==> src/rtl/ws2812_pixel_rx_pkg.sv <==
// Shared timing constants (96 MHz clock) and receiver state encoding for the
// WS2812b pixel receiver.
package ws2812_pixel_rx_pkg;

  localparam int unsigned T0H_CLKS = 38;
  localparam int unsigned T1H_CLKS = 77;
  localparam int unsigned T0L_CLKS = 82;
  localparam int unsigned T1L_CLKS = 43;
  localparam int unsigned RES_CLKS = 4800;

  typedef enum logic [1:0] {
    ST_WAIT_RST = 2'd0,
    ST_IDLE     = 2'd1,
    ST_HIGH     = 2'd2,
    ST_LOW      = 2'd3
  } ws_state_e;

endpackage

==> src/rtl/ws_sync_edge.sv <==
// Two-flop synchroniser for an asynchronous input, plus rising/falling edge
// decode against a delayed copy of the synchronised level.
module ws_sync_edge (
  input  logic clk,
  input  logic rst,
  input  logic sig,
  output logic lvl,
  output logic rise,
  output logic fall
);

  logic s1_r;
  logic s2_r;
  logic s2_d_r;

  // synchroniser chain and one-cycle delayed level for edge detection
  always_ff @(posedge clk) begin
    if (rst) begin
      s1_r   <= 1'b0;
      s2_r   <= 1'b0;
      s2_d_r <= 1'b0;
    end else begin
      s1_r   <= sig;
      s2_r   <= s1_r;
      s2_d_r <= s2_r;
    end
  end

  assign lvl  = s2_r;
  assign rise = s2_r & ~s2_d_r;
  assign fall = ~s2_r & s2_d_r;

endmodule

==> src/rtl/ws2812_pixel_rx.sv <==
// WS2812b serial receiver: times each high pulse, assembles MSB-first pixel
// words, tracks the in-frame index and hands pixels out over valid/ready.
module ws2812_pixel_rx
  import ws2812_pixel_rx_pkg::*;
#(
  parameter int unsigned BITS_PER_PIXEL    = 24,
  parameter int unsigned SAMPLE_TIME_CLKS  = 57,
  parameter int unsigned MIN_HIGH_CLKS     = 10,
  parameter int unsigned MAX_HIGH_CLKS     = 120,
  parameter int unsigned STREAM_RESET_CLKS = RES_CLKS,
  parameter int unsigned MAX_PIXELS        = 256
) (
  input  logic                          clk,
  input  logic                          rst,
  input  logic                          sig,
  output logic [BITS_PER_PIXEL-1:0]     pix_data,
  output logic [$clog2(MAX_PIXELS)-1:0] pix_idx,
  output logic                          pix_valid,
  input  logic                          pix_ready,
  output logic                          frame_start,
  output logic                          err_glitch,
  output logic                          err_overflow
);

  localparam int unsigned IDX_W = $clog2(MAX_PIXELS);
  localparam int unsigned LVL_W = $clog2(STREAM_RESET_CLKS + 1);
  localparam int unsigned BC_W  = $clog2(BITS_PER_PIXEL + 1);

  ws_state_e                 state_r;
  logic [LVL_W-1:0]          lvl_cnt_r;
  logic [BC_W-1:0]           bit_cnt_r;
  logic [BITS_PER_PIXEL-2:0] shreg_r;
  logic [IDX_W-1:0]          idx_r;

  logic                      lvl_s;
  logic                      rise_s;
  logic                      fall_s;
  logic                      stream_rst_s;
  logic                      accept_s;
  logic                      bit_s;
  logic                      pulse_ok_s;
  logic                      pix_done_s;
  logic [BITS_PER_PIXEL-1:0] pix_word_s;

  ws_sync_edge u_sync (
    .clk  (clk),
    .rst  (rst),
    .sig  (sig),
    .lvl  (lvl_s),
    .rise (rise_s),
    .fall (fall_s)
  );

  // Fires on the single cycle the counter steps onto its saturation value.
  assign stream_rst_s = ~(rise_s | fall_s) &&
                        (lvl_cnt_r == LVL_W'(STREAM_RESET_CLKS - 1));
  assign accept_s     = pix_valid & pix_ready;
  assign pix_word_s   = {shreg_r, bit_s};

  // classify the high pulse that ends on this falling edge
  always_comb begin
    bit_s      = 1'b0;
    pulse_ok_s = 1'b0;
    pix_done_s = 1'b0;
    if ((state_r == ST_HIGH) && fall_s) begin
      bit_s      = (lvl_cnt_r >= LVL_W'(SAMPLE_TIME_CLKS));
      pulse_ok_s = (lvl_cnt_r >= LVL_W'(MIN_HIGH_CLKS)) &&
                   (lvl_cnt_r <= LVL_W'(MAX_HIGH_CLKS));
      pix_done_s = pulse_ok_s && (bit_cnt_r == BC_W'(BITS_PER_PIXEL - 1));
    end else begin
      bit_s      = 1'b0;
      pulse_ok_s = 1'b0;
      pix_done_s = 1'b0;
    end
  end

  // receiver FSM, level counter, bit assembly and output register
  always_ff @(posedge clk) begin
    if (rst) begin
      state_r      <= ST_WAIT_RST;
      lvl_cnt_r    <= '0;
      bit_cnt_r    <= '0;
      shreg_r      <= '0;
      idx_r        <= '0;
      pix_data     <= '0;
      pix_idx      <= '0;
      pix_valid    <= 1'b0;
      frame_start  <= 1'b0;
      err_glitch   <= 1'b0;
      err_overflow <= 1'b0;
    end else begin
      frame_start  <= 1'b0;
      err_glitch   <= 1'b0;
      err_overflow <= 1'b0;

      if (rise_s | fall_s) begin
        lvl_cnt_r <= LVL_W'(1);
      end else if (lvl_cnt_r != LVL_W'(STREAM_RESET_CLKS)) begin
        lvl_cnt_r <= lvl_cnt_r + LVL_W'(1);
      end

      if (accept_s) begin
        pix_valid <= 1'b0;
      end

      if (stream_rst_s) begin
        frame_start <= 1'b1;
        bit_cnt_r   <= '0;
        shreg_r     <= '0;
        idx_r       <= '0;
        state_r     <= ST_IDLE;
      end else begin
        case (state_r)
          ST_WAIT_RST: state_r <= ST_WAIT_RST;
          ST_IDLE: begin
            if (rise_s) begin
              state_r <= ST_HIGH;
            end
          end
          ST_HIGH: begin
            if (fall_s) begin
              if (!pulse_ok_s) begin
                err_glitch <= 1'b1;
                bit_cnt_r  <= '0;
                shreg_r    <= '0;
                state_r    <= ST_WAIT_RST;
              end else if (pix_done_s) begin
                bit_cnt_r <= '0;
                shreg_r   <= '0;
                if (idx_r != IDX_W'(MAX_PIXELS - 1)) begin
                  idx_r <= idx_r + IDX_W'(1);
                end
                // A pixel still held (and not taken this cycle) wins over the new one.
                if (!pix_valid || pix_ready) begin
                  pix_data  <= pix_word_s;
                  pix_idx   <= idx_r;
                  pix_valid <= 1'b1;
                end else begin
                  err_overflow <= 1'b1;
                end
                state_r <= ST_LOW;
              end else begin
                shreg_r   <= pix_word_s[BITS_PER_PIXEL-2:0];
                bit_cnt_r <= bit_cnt_r + BC_W'(1);
                state_r   <= ST_LOW;
              end
            end
          end
          // LOW is only entered on a falling edge, so a high level here is the next rise.
          ST_LOW: begin
            if (lvl_s) begin
              state_r <= ST_HIGH;
            end
          end
          default: state_r <= ST_WAIT_RST;
        endcase
      end
    end
  end

endmodule
==> config.mk <==
export PLATFORM = sky130hd
export DESIGN_NAME = ws2812_pixel_rx
export DESIGN_NICKNAME = d
export VERILOG_FILES = /design/src/rtl/ws2812_pixel_rx_pkg.sv /design/src/rtl/ws_sync_edge.sv /design/src/rtl/ws2812_pixel_rx.sv
export SDC_FILE = /design/constraint.sdc
export NUM_CORES = 1
export LEC_CHECK = 0
export CORE_MARGIN = 2
export CORE_UTILIZATION = 45
export DETAILED_ROUTE_END_ITERATION = 10
export MAX_ROUTING_LAYER = met4
export PLACE_DENSITY = 0.73
export SLEW_MARGIN = 10
export SYNTH_ARGS = -nofsm -noshare
export SYNTH_HDL_FRONTEND = slang
export SYNTH_SLANG_ARGS = --single-unit
==> constraint.sdc <==
create_clock -name clk -period 2.4 [get_ports clk]
set_clock_uncertainty 0.15 [all_clocks]
set_input_delay 0.48 -clock clk [delete_from_list [all_inputs] [get_ports clk]]
set_output_delay 0.48 -clock clk [all_outputs]
set_load 0.02 [all_outputs]
After elaboration in Yosys (flattened, before gate mapping)
Cells that the tools add are included.
Widths: inputs -> output; s select.
{"block": "word_totals", "out_inout_bits": 36, "latch_bits": 0, "reg_bits": 90, "mem_count": 0, "word_cells": 89, "input_bits": 4, "ramBits": 0, "romBits": 0}
{"block": "op_classes", "n_lt_le_gt_ge": 3, "multipliers": 0, "eq_ne": 13, "n_shift": 0, "addsub": 3, "div": 0, "bitwise_logic": 12, "n_reduce_logical": 17, "mux": 25}
{"cell": "$mux 23", "n": 2}
{"cell": "$mux 1", "n": 16}
{"cell": "$add 13x1->13 const B", "n": 1}
{"cell": "$eq 13x13->1 const B", "n": 1}
{"cell": "$ge 13x4->1 const B", "n": 1}
{"cell": "$ge 13x6->1 const B", "n": 1}
{"cell": "$le 13x7->1 const B", "n": 1}
{"cell": "$ne 13x13->1 const B", "n": 1}
{"cell": "$mux 5", "n": 2}
{"cell": "$add 8x1->8 const B", "n": 1}
{"cell": "$mux 2", "n": 4}
{"cell": "$ne 8x8->1 const B", "n": 1}
{"cell": "$not 1->1", "n": 8}
{"cell": "$pmux 2 s4", "n": 1}
{"cell": "$ne 3x3->1 const B", "n": 2}
{"cell": "$reduce_and 3->1", "n": 2}
{"cell": "$reduce_and 6->1", "n": 1}
{"cell": "$reduce_or 6->1", "n": 1}
{"cell": "$add 5x1->5 const B", "n": 1}
{"cell": "$eq 5x5->1 const B", "n": 1}
{"cell": "$reduce_and 5->1", "n": 1}
{"cell": "$eq 2x2->1 const B", "n": 2}
{"cell": "$logic_and 1x1->1", "n": 4}
{"cell": "$ne 2x2->1 const B", "n": 2}
{"cell": "other kinds (12)", "n": 15}

Logic depth before layout (Yosys ltp)
{"block": "logic_depth", "word_depth": 9, "mapped_depth": 9, "ltp_nobuf": 7}

Modules after synthesis
Synthesis repeated with hierarchy kept, for this count alone.
{"block": "unflattened", "hier_cells": 414, "hier_area_um2": 3603.5}
{"mod": "ws2812_pixel_rx", "n_inst": 1, "seq_area_each_um2": 1741.7, "area_per_inst_um2": 3512.1, "cells_each": 406}
{"mod": "ws_sync_edge", "n_inst": 1, "seq_area_each_um2": 60.1, "area_per_inst_um2": 91.3, "cells_each": 8}

Least setup slack after synthesis
Ideal clock, no wire load.
{"block": "synth_timing", "kind": "reg2reg", "from": "register lvl_cnt_r[0]", "to": "register shreg_r[14]", "setup_time_ns": 0.117, "n_path_buf": 2, "t_arrival_ns": 1.799, "required_ns": 2.133, "synth_period_minus_slack_ns": 2.065, "path_stages_with_launch": 8, "setup_slack_ns": 0.335, "path_cell_list": "dfxtp_1 > ha_1 > nand3_1 > or4_1 > nand2b_1 > buf_4 > buf_4 > nor2_2"}
{"block": "synth_via", "elab_chain_len": 6, "word_cells_on_any_way": 11, "classes_between": "order compare (2); eq/ne (1); mux (4); reduce/logical (4)"}
{"element": "start, declared", "line_no": "ws2812_pixel_rx.sv:30", "source": "logic [LVL_W-1:0] lvl_cnt_r;"}
{"element": "start signal, assigned", "line_no": "ws2812_pixel_rx.sv:99", "source": "lvl_cnt_r <= lvl_cnt_r + LVL_W'(1);"}
{"element": "$ge 13x4->1 or $le 13x7->1 (tied branches)", "line_no": "ws2812_pixel_rx.sv:67, ws2812_pixel_rx.sv:68"}
{"element": "$logic_and 1x1->1", "line_no": "ws2812_pixel_rx.sv:67", "source": "pulse_ok_s = (lvl_cnt_r >= LVL_W'(MIN_HIGH_CLKS)) &&"}
{"element": "$logic_and 1x1->1", "line_no": "ws2812_pixel_rx.sv:69", "source": "pix_done_s = pulse_ok_s && (bit_cnt_r == BC_W'(BITS_PER_PIXEL - 1));"}
{"element": "$mux 1", "line_no": "ws2812_pixel_rx.sv:65", "source": "if ((state_r == ST_HIGH) && fall_s) begin"}
{"element": "$mux 23", "line_no": "ws2812_pixel_rx.sv:127", "source": "end else if (pix_done_s) begin"}
{"element": "$mux 23", "line_no": "ws2812_pixel_rx.sv:122", "source": "if (!pulse_ok_s) begin"}
{"element": "end signal, assigned", "line_no": "ws2812_pixel_rx.sv:143", "source": "shreg_r <= pix_word_s[BITS_PER_PIXEL-2:0];"}
{"element": "end, declared", "line_no": "ws2812_pixel_rx.sv:32", "source": "logic [BITS_PER_PIXEL-2:0] shreg_r;"}
Several ways; a longest one is shown, not always the timed one.
A chain may end at the register's enable or synchronous reset.

Final worst setup path
{"block": "layout_timing", "from": "register lvl_cnt_r[1]", "to": "register idx_r[2]"}
{"block": "layout_via", "elab_chain_len": 5, "word_cells_on_any_way": 10, "classes_between": "order compare (2); eq/ne (1); mux (2); reduce/logical (5)"}
{"element": "$ge 13x4->1 or $le 13x7->1 (tied branches)", "line_no": "ws2812_pixel_rx.sv:67, ws2812_pixel_rx.sv:68"}
{"element": "$logic_and 1x1->1", "line_no": "ws2812_pixel_rx.sv:67"}
{"element": "$logic_and 1x1->1", "line_no": "ws2812_pixel_rx.sv:69"}
{"element": "$mux 1", "line_no": "ws2812_pixel_rx.sv:65"}
{"element": "$reduce_and 5->1 (no line)"}
{"element": "end signal, assigned", "line_no": "ws2812_pixel_rx.sv:131", "source": "idx_r <= idx_r + IDX_W'(1);"}
{"element": "end, declared", "line_no": "ws2812_pixel_rx.sv:33", "source": "logic [IDX_W-1:0] idx_r;"}
Several ways; a longest one is shown, not always the timed one.

==> results.md <==
* Post-synth top area share at 49.2%
* Antenna violations before repair at 0
* Slew of the pin with the lowest slew margin at 0.462 ns
* Starting density of the core at between 40 and 50%
* Yosys reg bits at 90
* Core area at 7810 sq um
* Main synth FF type: dfxtp_1
* Pwr/cell area at 594 nW/um^2
* Chip height at 94.2 um
* Gp weighted congestion at 0.805
* First-pass DRT Iterations at 4
* Die area at 8880 sq um
* Synth Cell Area at 3660 sq um
* Post-route insts no fill at 559
* Clock transition at path regs at 0.08 ns
* Maximum VDD drop at 316 uV
* Critical path type: flop to flop
* Hold WC Path Type: flop to flop
* Nets at around 460
* CTS tree: built
* Vias at 2944
* EDFF count, synth at 0
* Clk_lat worst skew at 0.36 ns
* Overflow after GRT at 0
* Inserted Clock Buffers at 9
* Fillcell total at between 700 and 800
* Pleak at 1.41 nW
* Cells along the critical path: or3_4 > a32oi_2 > nand4b_2 > buf_4 > or3_1 > a21oi_1
* Antenna-violating nets left at 0
* PortBufs at 39
* CTS root buffer: clkbuf_8
* Diodes inserted at 0
* Synth top area cells: dfxtp_1 49%, nand2_1 8.3%, a21oi_1 6.1%
* Top-count cell post-synth: dfxtp_1
* Warning count from the yosys run at 0
* Placed insts at 543
* Synth cell count leaders: 90 x dfxtp_1, 81 x nand2_1, 45 x a21oi_1
* Crit path max fanout at 9
* Fmax at 0.443 GHz
* Clock sink count at 90
* Final WL at approximately 7.0 mm
* Crit path capture type: flop
* R2R cell count at 6
* Worst Path Required at 2.53 ns
* Dpl hpwl at 4.69 mm
* Max-Cap Viols at 0
* Syn avg cell area at around 9 sq um
* Ratio of cells with drive above 1 in the final layout at around an eighth
* First-pass GRT wire length at 12.3 mm
* IO Pins at 40
* CP Launch Type: flop
* Clk buf depth at 2
* Detailed-route DRC error count at 0
* Vias in the first global route at 2740
* Final setup fails at 0
* Fin crit period at 2.26 ns
* Most area-hungry cell type in the Yosys netlist: dfxtp_1
* # rows at 32
* Initial DRC count at 150
* Tcrit/Tclk final at 94.1%
* Syn-to-layout area delta at 18.7%
* RSZ-0062 raised after global routing: false
* Cells after Synth at 419
* WHS Path Cells at 1
* Final Slew Violations at 0
* Async SR Flop Fraction at 0%
* Die Wd at 94.2 um
* Seq/Total Area, Yosys at 49.2%
* Final Hold Vio Count at 0
* Crit path arrival time at between 2 and 2.5 ns
* Slowest stage delay, CP at 0.42 ns
* Status: finished clean
* Pin count of the biggest net entering global routing at 40
* Routed WL per cell at around 13 um
* Max-slew headroom at 69.1%
* H-tree levels at 3
* CP max-delay cell: or3_4
* Post-DR vias/cell at 5.27
* TNS Setup at 0 ns
* Number of distinct library cells after synthesis at between 40 and 50
* Synth Net Count at 431
* All-Layer GR Usage at 17.8%
==> registers in the layout (all words and copies together) (netlist names) <==
register       flops
pix_data          24
frame_start        1
state_r            2
lvl_cnt_r         13
u_sync.s1_r        1
pix_idx            8
idx_r              8
err_glitch         1
err_overflow       1
pix_valid          1
u_sync.lvl         1
shreg_r           23
bit_cnt_r          5
u_sync.s2_d_r      1
==> layout make-up <==
class,instances,area [sq um],share of cell area [%]
Tap cell,102,128,2.94
Clock inverter,6,65.1,1.50
Clock buffer,10,128,2.94
Timing Repair Buffer,48,495,11.4
Multi-Input combinational cell,296,1700,39.2
Inverter,7,26.3,0.605
Sequential cell,90,1800,41.5
==> report_power, final <==
group	switching, W	leakage, nW	internal (W)
logic	0.0000418	0.587	0.0000254
clock network	0.000526	0.0966	0.000483
registers	0.00000774	0.726	0.00150
==> critical path, delay by kind of cell (launching register included) <==
| family | cells | cell delay, ns |
|---|---|---|
| simple gates | 3 | 0.97 |
| buf+inv | 1 | 0.23 |
| compound gates | 2 | 0.46 |
| flops | 1 | 0.37 |
==> per-stage QoR <==
step	cell area, sq um	total power, W	hold WS [ns]	setup WS [ns]	utilization (%)
final	4350	0.00258	0.290	0.143	55.7
after global routing	4350	0.00268	0.316	0.0199	55.7
after detailed placement	4150	0.00161	0.270	0.168	53.2
after floorplan	3660	0.00159	0.264	0.335	-
after global placement	4150	0.00161	0.279	0.242	53.2
after CTS	4340	0.00261	0.290	0.139	55.6
==> routing by layer <==
layer / global-route usage [%] / wire (um)
met1: 21.8 / 3300
met2: 28.7 / 3300
met3: 4.33 / 293
met4: 6.52 / 106
met5: - / 0
==> final timing paths <==
| path | from | end | slack (ns) |
|---|---|---|---|
| max | lvl_cnt_r[1] | idx_r[2] | 0.14 |
| min | u_sync.s1_r | u_sync.lvl | 0.29 |
| max reg2reg | lvl_cnt_r[1] | idx_r[2] | 0.14 |
| min reg2reg | u_sync.s1_r | u_sync.lvl | 0.29 |
==> what timing repair did <==
action                     in CTS  in global routing
hold endpoints to repair        0                  0
setup endpoints to repair       0                  2
resized for setup               0                  1
hold buffers                    0                  0
setup buffers                   0                  0
==> cell families after synthesis <==
logic type / Yosys count / synth area share [%]
AND/OR/NAND/NOR: 187 / 25.7
flip-flops: 90 / 49.2
multiplexers: 3 / 0.820
XOR/XNOR: 11 / 2.63
buffers and inverters: 33 / 4.48
AO/OA/AOI/OAI: 87 / 14.4
adder cells (fa/ha/maj): 8 / 2.73
==> cell usage in the layout (no fill, tap or decap), types with 2 or more instances in the layout <==
master           count
nand4_1              4
or4_1                2
ha_1                 8
a21oi_1             45
buf_4                6
o21ai_0              9
xor2_1               7
a31oi_1              4
nor2_2              21
buf_12               3
nand2_1             81
nand3b_1             2
nand3_1             16
nand2b_1             4
nor2_1              24
mux2i_1              3
nor3_1               7
nor2b_1              3
o31ai_1              2
xnor2_1              4
clkinv_2             2
or3_4                2
a22oi_1             22
dfxtp_1             90
clkbuf_8             9
inv_1                7
clkdlybuf4s50_1     39
and3_1               2
or3_1                6
(Power assumes the default switching activity.)
